### src/rtl/mem_feed_ctrl.sv
// Load/feed sequencer for the Mini-TPU 4x4 operand memory: row-major write stream in,
// diagonally skewed column reads out; load and feed are mutually exclusive by construction.
module mem_feed_ctrl #(
    parameter int DATA_WIDTH = 8
) (
    input  logic                  clk,
    input  logic                  rst_n,
    input  logic                  load_start,
    input  logic                  feed_start,
    input  logic                  ld_valid,
    input  logic [DATA_WIDTH-1:0] ld_data,
    output logic                  ld_ready,
    output logic                  busy,
    output logic                  load_done,
    output logic                  feed_done,
    output logic                  feed_valid,
    output logic                  mem_write_enable,
    output logic [1:0]            mem_write_line,
    output logic [1:0]            mem_write_elem,
    output logic [DATA_WIDTH-1:0] mem_data_in,
    output logic [3:0]            mem_read_enable,
    output logic [7:0]            mem_read_elem
);
    localparam int NUM_COLS = 4;

    typedef enum logic [1:0] {S_IDLE, S_LOAD, S_FEED} state_t;

    state_t     r_state, w_state_next;
    logic [3:0] r_idx, w_idx_next;
    logic [2:0] r_t, w_t_next;
    logic       r_load_done, w_load_done_next;
    logic       r_feed_done, w_feed_done_next;
    logic       w_in_load, w_in_feed, w_beat;

    assign w_in_load = (r_state == S_LOAD);
    assign w_in_feed = (r_state == S_FEED);
    assign w_beat    = w_in_load && ld_valid;

    always_ff @(posedge clk or negedge rst_n) begin
        if (!rst_n) begin
            r_state     <= S_IDLE;
            r_idx       <= '0;
            r_t         <= '0;
            r_load_done <= 1'b0;
            r_feed_done <= 1'b0;
        end else begin
            r_state     <= w_state_next;
            r_idx       <= w_idx_next;
            r_t         <= w_t_next;
            r_load_done <= w_load_done_next;
            r_feed_done <= w_feed_done_next;
        end
    end

    always_comb begin
        w_state_next     = r_state;
        w_idx_next       = r_idx;
        w_t_next         = r_t;
        w_load_done_next = 1'b0;
        w_feed_done_next = 1'b0;
        case (r_state)
            S_IDLE: begin
                // load has priority; a simultaneous feed request is simply dropped
                if (load_start) begin
                    w_state_next = S_LOAD;
                    w_idx_next   = '0;
                end else if (feed_start) begin
                    w_state_next = S_FEED;
                    w_t_next     = '0;
                end
            end
            S_LOAD: begin
                if (w_beat) begin
                    if (r_idx == 4'd15) begin
                        w_state_next     = S_IDLE;
                        w_idx_next       = '0;
                        w_load_done_next = 1'b1;
                    end else begin
                        w_idx_next = r_idx + 4'd1;
                    end
                end
            end
            S_FEED: begin
                if (r_t == 3'd6) begin
                    w_state_next     = S_IDLE;
                    w_t_next         = '0;
                    w_feed_done_next = 1'b1;
                end else begin
                    w_t_next = r_t + 3'd1;
                end
            end
            default: w_state_next = S_IDLE;
        endcase
    end

    assign ld_ready         = w_in_load;
    assign busy             = (r_state != S_IDLE);
    assign load_done        = r_load_done;
    assign feed_done        = r_feed_done;
    assign feed_valid       = w_in_feed;
    assign mem_write_enable = w_beat;
    assign mem_write_line   = w_in_load ? r_idx[3:2] : 2'b00;
    assign mem_write_elem   = w_in_load ? r_idx[1:0] : 2'b00;
    assign mem_data_in      = w_in_load ? ld_data : '0;

    // Column c is live for t in [c, c+3] and reads row t-c, giving the diagonal skew.
    for (genvar gc = 0; gc < NUM_COLS; gc++) begin : g_col
        logic [2:0] w_diff;
        logic       w_en;
        assign w_diff = r_t - 3'(gc);
        assign w_en   = w_in_feed && (r_t >= 3'(gc)) && (w_diff <= 3'd3);
        assign mem_read_enable[gc]      = w_en;
        assign mem_read_elem[2*gc +: 2] = w_en ? w_diff[1:0] : 2'b00;
    end
endmodule
### config.mk
export PLATFORM = sky130hd
export DESIGN_NAME = mem_feed_ctrl
export DESIGN_NICKNAME = d
export VERILOG_FILES = /design/src/rtl/mem_feed_ctrl.sv
export SDC_FILE = /design/constraint.sdc
export NUM_CORES = 1
export LEC_CHECK = 0
export CORE_ASPECT_RATIO = 0.75
export CORE_MARGIN = 4
export CORE_UTILIZATION = 55
export DETAILED_ROUTE_END_ITERATION = 16
export DONT_BUFFER_PORTS = 1
export PLACE_DENSITY_LB_ADDON = 0.2
export RECOVER_POWER = 25
export SKIP_LAST_GASP = 1
export SLEW_MARGIN = 0
export SYNTH_ARGS = -nofsm -noshare
export SYNTH_HDL_FRONTEND = slang
export SYNTH_SLANG_ARGS = --single-unit
### constraint.sdc
create_clock -name clk -period 1.88 [get_ports clk]
set_input_delay 0.564 -clock clk [delete_from_list [all_inputs] [get_ports clk]]
set_output_delay 0.564 -clock clk [all_outputs]
set_load 0.02 [all_outputs]
==> run_results.csv, run 1 <==
group,metric,value,unit
critical_path,end_kind,"primary output",
die,row_count,12,
timing,finalSetupViolCount,13,
routing,vias,1015,
timing,worst_slew_margin_rel,62.8,%
global_route,grt_overflow,0,
finish,area_growth,50.7,%
die,die_x,56.5,um
global_route,antenna_found_initial,0,
logic_synthesis,async_flop_share,100,%
timing,max_freq,432,MHz
clock_tree,clkTransAtPathRegs,80,ps
logic_synthesis,synth_most_common_cell,"and2_1",
logic_synthesis,ys_seq_area_share,28.3,%
logic_synthesis,synth_top_cell_by_area,"dfrtp_1",
critical_path,crit_arrival,1750,ps
finish,fin_area,0.00147,mm^2
logic_synthesis,synth_flop_cell,"dfrtp_1",
global_route,track_usage,27.4,%
job,cap_violations,0,
timing,rsz0062_at_grt,"yes",
power,leakagePower,0.665,nW
outcome,status,"finished, violations left",
die,dieArea,0.00251,mm^2
critical_path,startpoint_type,"flip-flop",
timing,tightestPinTransition,556,ps
logic_synthesis,synth_top_area_share,28.3,%
global_route,grt_start_max_net_pins,12,
finish,layout.nets,165,
clock_tree,cts-buffers-inserted,3,
global_route,grt_pass1_wl,5140,um
timing,finalCriticalPeriod,2320,ps
logic_synthesis,yosys_warnings,0,
critical_path,required,1320,ps
timing,slew_viol_final,0,
timing,fin_tns_setup,-4300,ps
routing,routed_wirelength,3500,um
clock_tree,clkLatencyLatePin,280,ps
global_route,grt_pass1_vias,973,
min_path,hp-class,"primary input to flip-flop",
place,portBuffers,0,
critical_path,cp_max_fo,4,
power,ir_drop,0.00133,V
clock_tree,cts_tree,"done",
logic_synthesis,synth_nets,132,
logic_synthesis,synth_common_cells,"15 x and2_1, 11 x dfrtp_1, 10 x ha_1, 8 x inv_1, 7 x buf_4",
finish,drive_above_1_share,62.4,%
routing,drt-initial-drc-count,33,
power,cellPowerDensity,1580,mW/mm^2
logic_synthesis,ys_top_cells_by_area,"dfrtp_1 28%, ha_1 13%, and2_1 9.7%",
routing,vias_per_cell,6.27,
outcome,violations,"negative setup slack",
logic_synthesis,yosysUniqueCellTypes,38,
timing,period_share,123,%
logic_synthesis,syn_area,972,um^2
timing,skew,2.02,ps
clock_tree,cts_max_level,1,
logic_synthesis,synth-seq-cells,11,
place,placed_area,0.00121,mm^2
clock_tree,cts_root_buffer,"clkbuf_4",
timing,hold_viol_final,0,
clock_tree,clockBufferDepth,2,
logic_synthesis,synth_edf_count,0,
die,core_area,0.00158,mm^2
finish,num_antenna_cells,0,
routing,detail-route-antenna-nets,0,
logic_synthesis,synthCells,109,
timing,setup_ws,-436,ps
logic_synthesis,postSynthAreaPerCell,8.92,um^2
die,initial_core_util,61.7,%
die,die-height,44.4,um
routing,drc,0,
routing,first_pass_iters,4,
routing,wl_per_cell,21.6,um
critical_path,crit_type,"flip-flop to primary output",
finish,final_util,92.9,%
place,dpl.hpwl,2020,um
clock_tree,cts_sinks,11,
place,gp_congestion,0.830,
die,ioPinCount,43,
[worst paths after layout]
path | startpoint | endpoint | slack [ps] | cells after the start
setup / recovery | r_t[1] | mem_read_elem[7] | -440 | 5
hold / removal | ld_valid | load_done | 490 | 2
setup reg to reg | r_t[0] | r_t[1] | 340 | 7
hold reg to reg | r_idx[0] | r_idx[0] | 580 | 1
max in group asynchronous | rst_n | r_state[1] | 780 | 1
min in group asynchronous | rst_n | r_idx[0] | 710 | 1
[flip-flops by register name, indices dropped and copies added, names as in the netlist]
register	count
r_state	2
r_t	3
load_done	1
feed_done	1
r_idx	4
[layout make-up]
class	instances	area [um^2]
fill	53	111
tap	21	26.3
clock buffer	4	26.3
multi-input combinational	81	791
timing repair buffer	36	300
sequential	11	278
inverter	9	43.8
[timing repair]
item                                    CTS  global route
buffers inserted                          5             2
hold buffers                              1             0
cloned                                    1             0
endpoints found under the hold margin    11             0
pin swaps                                11             3
resized for setup                        44            13
endpoints found under the setup margin   26            26
[power by group]
part	switching, mW	internal, mW	total (mW)
clock network	0.0906	0.0824	0.173
registers	0.0940	0.309	0.403
logic	0.875	0.861	1.74
total	1.06	1.25	2.31
[cells by family after synthesis]
| logic type | count (synthesis) | synth area share, % |
|---|---|---|
| and+or+nand+nor | 44 | 26.3 |
| buffers and inverters | 18 | 10.6 |
| xor gates and xnor gates | 1 | 0.901 |
| AOI/OAI and AO/OA | 22 | 17.9 |
| DFF | 11 | 28.3 |
| adders and majority gates | 10 | 12.9 |
| muxes | 3 | 3.22 |
[per-layer routing]
layer	up-vias	global-route usage, %	part of all wire [%]	wire length (um)
met5	-	0	0	0
met4	0	8.06	3.5	123
met3	18	7.58	8.9	312
met2	76	47.7	50	1740
met1	490	33.5	38	1320
li1	431	-	-	-
[metrics by stage]
step           total power [mW]  std cells  hold slack (ps)  worst slack (ps)
2_1_floorplan              1.20        109              268             -85.3
3_5_place_dp               1.59        149              269              -157
3_3_place_gp               1.52        149              269              -111
6_report                   2.31        162              492              -436
4_1_cts                    2.10        160              441              -426
5_1_grt                    2.44        162              492              -516
[critical path: stages, from the launching register on]
cell and delay [ps]:
dfrtp_2 430, ha_2 230, ha_4 160, nor2_2 60, a2111oi_4 360, and2_4 230
[cell usage in the layout (no fill, tap or decap), types with 2 or more instances in the layout]
cell type,instances
and2b_4,2
inv_2,4
mux2i_1,2
buf_6,4
nor2_1,6
a21oi_2,2
dfrtp_1,9
a22o_1,2
inv_1,3
buf_4,30
and2_4,14
a21oi_1,2
ha_1,3
o21ai_1,3
ha_2,3
nor2b_4,2
clkbuf_4,3
dfrtp_2,2
ha_4,4
nand3_1,3
nand2_1,5
o21bai_1,2
Power figures use the tool's default switching activity.
==> run 2: changes to the inputs <==
--- a/config.mk
+++ b/config.mk
@@ -6,7 +6,7 @@
 export NUM_CORES = 1
 export LEC_CHECK = 0
 export CORE_ASPECT_RATIO = 0.75
-export CORE_MARGIN = 4
+export CORE_MARGIN = 3
 export CORE_UTILIZATION = 55
 export DETAILED_ROUTE_END_ITERATION = 16
 export DONT_BUFFER_PORTS = 1
==> run 2 against run 1 <==
The run still ends with negative setup slack left. First-iteration DRC count down 12%. Power decreased by 4.5%. Register-to-register slack better by 50 ps. Design area unchanged. Via count down 1.5%. Non-clock buffer count up 3. Maximum frequency fell by 1.9%. Sequential cell count did not move. Sequential share of layout area did not move. Die area down 7.9%. Largest cell class unchanged. Highest routed layer unchanged.
==> run_results.csv, run 2 (synthesized netlist as in run 1, its figures left out) <==
group,metric,value,unit
finish,layout.nets,167,
timing,period_share,126,%
critical_path,startpoint_type,"flip-flop",
finish,num_antenna_cells,0,
power,cellPowerDensity,1510,mW/mm^2
die,dieArea,0.00231,mm^2
job,cap_violations,0,
finish,area_growth,50.7,%
finish,final_cell_count_no_fill,164,
timing,setup_ws,-480,ps
finish,largest_register_ffs,4,
place,dpl.hpwl,1760,um
clock_tree,cts_tree,"done",
place,placed_area,0.00122,mm^2
clock_tree,cts_sinks,11,
finish,final_common_cell,"buf_4",
timing,finalCriticalPeriod,2360,ps
die,core_area,0.00158,mm^2
routing,routed_wirelength,3340,um
min_path,hp-class,"primary input to flip-flop",
finish,n_fill_cell,52,
die,initial_core_util,61.7,%
place,portBuffers,0,
clock_tree,cts_max_level,1,
clock_tree,clkLatencyLatePin,280,ps
critical_path,crit_type,"flip-flop to primary output",
global_route,grt_overflow,0,
routing,drt-initial-drc-count,29,
clock_tree,clkTransAtPathRegs,80,ps
timing,worst_slew_margin_rel,64.8,%
timing,slew_viol_final,0,
timing,finalSetupViolCount,22,
routing,wl_per_cell,20.4,um
clock_tree,cts_root_buffer,"clkbuf_4",
global_route,antenna_found_initial,0,
place,gp_congestion,0.807,
finish,top_register,"r_idx",
finish,drive_above_1_share,62.2,%
timing,skew,5.88,ps
global_route,track_usage,30.7,%
clock_tree,clockBufferDepth,2,
routing,detail-route-antenna-nets,0,
critical_path,end_kind,"primary output",
finish,top_regs,"r_idx (4), r_t (3), r_state (2)",
finish,final_cell_mix,"30 x buf_4, 14 x and2_4, 9 x dfrtp_1, 8 x buf_6",
outcome,status,"finished, violations left",
power,leakagePower,0.670,nW
timing,fin_tns_setup,-4240,ps
routing,drc,0,
timing,hold_viol_final,0,
power,ir_drop,0.00109,V
routing,vias,1000,
outcome,violations,"negative setup slack",
die,ioPinCount,43,
critical_path,crit_arrival,1800,ps
finish,fin_area,0.00147,mm^2
timing,rsz0062_at_grt,"yes",
routing,first_pass_iters,4,
timing,tightestPinTransition,526,ps
timing,max_freq,424,MHz
critical_path,cp_max_fo,5,
clock_tree,cts-buffers-inserted,3,
place,place_inst,150,
global_route,grt_start_max_net_pins,12,
die,die_x,54.5,um
routing,vias_per_cell,6.10,
die,row_count,12,
min_path,whs_path_depth,2,
critical_path,path_cells,"ha_2, ha_4, a2111oi_4, and2_4",
die,die-height,42.4,um
critical_path,crit_slowest_cell,"dfrtp_2",
global_route,grt_pass1_vias,1010,
critical_path,slowest_delay,460,ps
critical_path,r2r_cells,5,
global_route,grt_pass1_wl,4970,um
critical_path,required,1320,ps
-- run 2: worst paths after layout --
check                            from  slack (ps)                to
min in group asynchronous       rst_n         690          r_idx[2]
min                          ld_valid         460         load_done
max reg2reg                r_state[0]         390          r_idx[3]
min reg2reg                  r_idx[0]         610          r_idx[0]
max                            r_t[1]        -480  mem_read_elem[7]
max in group asynchronous       rst_n         800            r_t[1]
-- run 2: metal layers --
metal  global-route usage, %  part of all wire (%)  wire length, um
met3                    10.7                    12              405
met1                    35.6                    36             1210
met5                       0                     0                0
met2                    50.1                    49             1630
met4                    12.4                   2.8               94
-- run 2: worst max-delay path: cells and delay by family (launching register included) --
family,cells,cell delay [ps]
and+or+nand+nor,1,240
DFF,1,460
adders and majority gates,2,450
AOI/OAI and AO/OA,1,370
-- run 2: report_power, final --
group          leakage (nW)  switching (mW)  total, mW  internal (mW)
clock network        0.0150          0.0931      0.175         0.0824
logic                 0.520           0.818       1.61          0.795
registers             0.134           0.110      0.419          0.309
-- run 2: final cells by class --
type | count | area [um^2] | area share (%)
repair buffers | 39 | 325 | 22.2
inverters | 9 | 48.8 | 3.33
clock buffers | 4 | 26.3 | 1.79
multi-input cells | 80 | 761 | 51.9
flip-flops and latches | 11 | 278 | 19.0
well taps | 21 | 26.3 | 1.79
-- run 2: per-stage QoR --
step,total power [mW],setup slack [ps],util [%],hold WS [ps]
floorplan,1.20,-85.3,-,268
global route,2.33,-519,92.9,458
finish,2.21,-480,92.9,456
CTS,1.92,-393,87.5,455
detailed placement,1.56,-154,77.4,269
global placement,1.53,-104,77.4,269
-- run 2: timing repair --
action | in CTS | in global routing
endpoints found under the setup margin | 23 | 25
endpoints found under the hold margin | 11 | 0
buffers inserted | 5 | 5
hold buffers | 1 | 0
pin swaps | 14 | 10
gates resized for setup | 42 | 17
==> run 3: changes to the inputs <==
--- a/config.mk
+++ b/config.mk
@@ -10,6 +10,8 @@
 export CORE_UTILIZATION = 55
 export DETAILED_ROUTE_END_ITERATION = 16
 export DONT_BUFFER_PORTS = 1
+export HOLD_SLACK_MARGIN = 0.1
+export MAX_ROUTING_LAYER = met4
 export PLACE_DENSITY_LB_ADDON = 0.2
 export RECOVER_POWER = 25
 export SKIP_LAST_GASP = 1
==> run 3 against run 2 <==
Maximum frequency is essentially flat. Design area is the same. Wire length shrank 0.18%. Power grew 0.20%. Hold slack is essentially flat. The flow still finishes with violations (negative setup slack).
==> run_results.csv, run 3 (synthesized netlist as in run 1, its figures left out) <==
group,metric,value,unit
outcome,status,"finished, violations left",
outcome,violations,"negative setup slack",
die,dieArea,0.00231,mm^2
finish,fin_area,0.00147,mm^2
die,die-height,42.4,um
critical_path,r2r_setup_slack,410,ps
die,row_count,12,
critical_path,crit_slowest_cell,"dfrtp_2",
critical_path,r2r_cells,4,
power,cellPowerDensity,1510,mW/mm^2
timing,rsz0062_at_grt,"yes",
critical_path,end_kind,"primary output",
critical_path,startpoint_type,"flip-flop",
timing,period_share,125,%
critical_path,slowest_delay,460,ps
routing,routed_wirelength,3340,um
job,cap_violations,0,
finish,n_fill_cell,52,
routing,drt-met1-wl,1290,um
finish,largest_register_ffs,4,
critical_path,timing.rr.start,"r_idx[0]",
critical_path,cp_max_fo,5,
routing,dr_wl_met2,1660,um
routing,vias_per_cell,6.13,
place,portBuffers,0,
finish,top_regs,"r_idx (4), r_t (3), r_state (2)",
die,ioPinCount,43,
timing,fin_tns_setup,-4320,ps
critical_path,startpoint,"r_t[1]",
global_route,track_usage,31.5,%
routing,first_pass_iters,4,
global_route,antenna_found_initial,0,
clock_tree,clockBufferDepth,2,
min_path,hold_start,"ld_valid",
critical_path,worstReg2RegEnd,"r_idx[2]",
timing,slew_viol_final,0,
routing,detail-route-antenna-nets,0,
finish,multi_input_area,761,um^2
power,leakagePower,0.670,nW
finish,final-seq-area,278,um^2
finish,final_cell_mix,"30 x buf_4, 14 x and2_4, 9 x dfrtp_1, 8 x buf_6",
global_route,grt_start_max_net_pins,12,
min_path,holdPathEnd,"load_done",
place,pre_cts_ws,-154,ps
power,ir_drop,0.00109,V
place,gp_congestion,0.819,
timing,skew,6.26,ps
clock_tree,cts-buffers-inserted,3,
finish,top_register,"r_idx",
finish,layout.nets,167,
global_route,grt_pass1_vias,1004,
place,placed_area,0.00122,mm^2
clock_tree,cts_max_level,1,
timing,finalSetupViolCount,22,
finish,area_growth,50.7,%
critical_path,crit_buf_inv,0,
clock_tree,cts_root_buffer,"clkbuf_4",
finish,final_common_cell,"buf_4",
global_route,grt_overflow,0,
min_path,whs_path_depth,2,
critical_path,crit_type,"flip-flop to primary output",
global_route,grt_pass1_wl,5000,um
routing,drt-initial-drc-count,30,
routing,wl_met3,321,um
critical_path,path_cells,"ha_2, ha_4, a2111oi_4, and2_4",
clock_tree,cts_sinks,11,
critical_path,required,1320,ps
timing,setup_ws,-478,ps
timing,finalCriticalPeriod,2360,ps
clock_tree,clkLatencyLatePin,280,ps
routing,drc,0,
place,dpl.hpwl,1760,um
routing,wl_per_cell,20.3,um
critical_path,crit_arrival,1790,ps
routing,highest_layer,"met4",
min_path,hp-class,"primary input to flip-flop",
timing,timing.hold.ws,456,ps
critical_path,critPathTopFamily,"flip-flops",
timing,tightestPinTransition,528,ps
finish,num_antenna_cells,0,
clock_tree,clkTransAtPathRegs,80,ps
timing,worst_slew_margin_rel,64.7,%
die,initial_core_util,61.7,%
timing,max_freq,424,MHz
die,die_x,54.5,um
clock_tree,cts_tree,"done",
routing,vias,1006,
die,core_area,0.00158,mm^2
finish,drive_above_1_share,62.2,%
timing,hold_viol_final,0,
## run 3: power breakdown
part,internal (mW),total (mW),switching [mW],leakage [nW]
clock,0.0825,0.178,0.0955,0.0150
sequential,0.309,0.418,0.109,0.134
combinational,0.795,1.62,0.821,0.520
total,1.19,2.21,1.03,0.670
## run 3: area by class of cell
cell class | instances | share of cell area, %
Tap cell | 21 | 1.79
Sequential cell | 11 | 19.0
Multi-Input combinational cell | 80 | 51.9
Inverter | 9 | 3.33
Timing Repair Buffer | 39 | 22.2
Clock buffer | 4 | 1.79
## run 3: what timing repair did
item | 4_1_cts | 5_1_grt
endpoints found under the hold margin | 11 | 0
setup endpoints to repair | 23 | 25
setup buffers | 5 | 5
hold buffers | 1 | 0
gates cloned | 0 | 0
pin swaps | 14 | 10
gates resized for setup | 42 | 17
## run 3: worst max-delay path by stage
stage | end | depth (start not counted)
global placement | mem_read_elem[7] | 4
global route | mem_read_elem[7] | 4
finish | mem_read_elem[7] | 4
detailed placement | mem_read_elem[3] | 6
CTS | mem_read_elem[7] | 4
floorplan | mem_read_elem[7] | 6
## run 3: worst reg2reg max path: cells and delay by family, from the launching register on
kind / cells / cell delay (ps)
adders and majority gates: 1 / 260
DFF: 1 / 450
AOI/OAI and AO/OA: 1 / 190
muxes: 1 / 350
and+or+nand+nor: 1 / 110
## run 3: per-layer routing
layer	vias to the layer above	GRT usage, %
li1	434	-
met1	491	35.8
met2	73	50.1
met3	8	10.3
met4	0	12.4
met5	-	-
## run 3: per-stage QoR
step | std cells | power, mW | util (%)
2_1_floorplan | 109 | 1.20 | -
3_3_place_gp | 150 | 1.53 | 77.4
3_5_place_dp | 150 | 1.56 | 77.4
4_1_cts | 160 | 1.92 | 87.5
5_1_grt | 164 | 2.32 | 92.9
6_report | 164 | 2.21 | 92.9
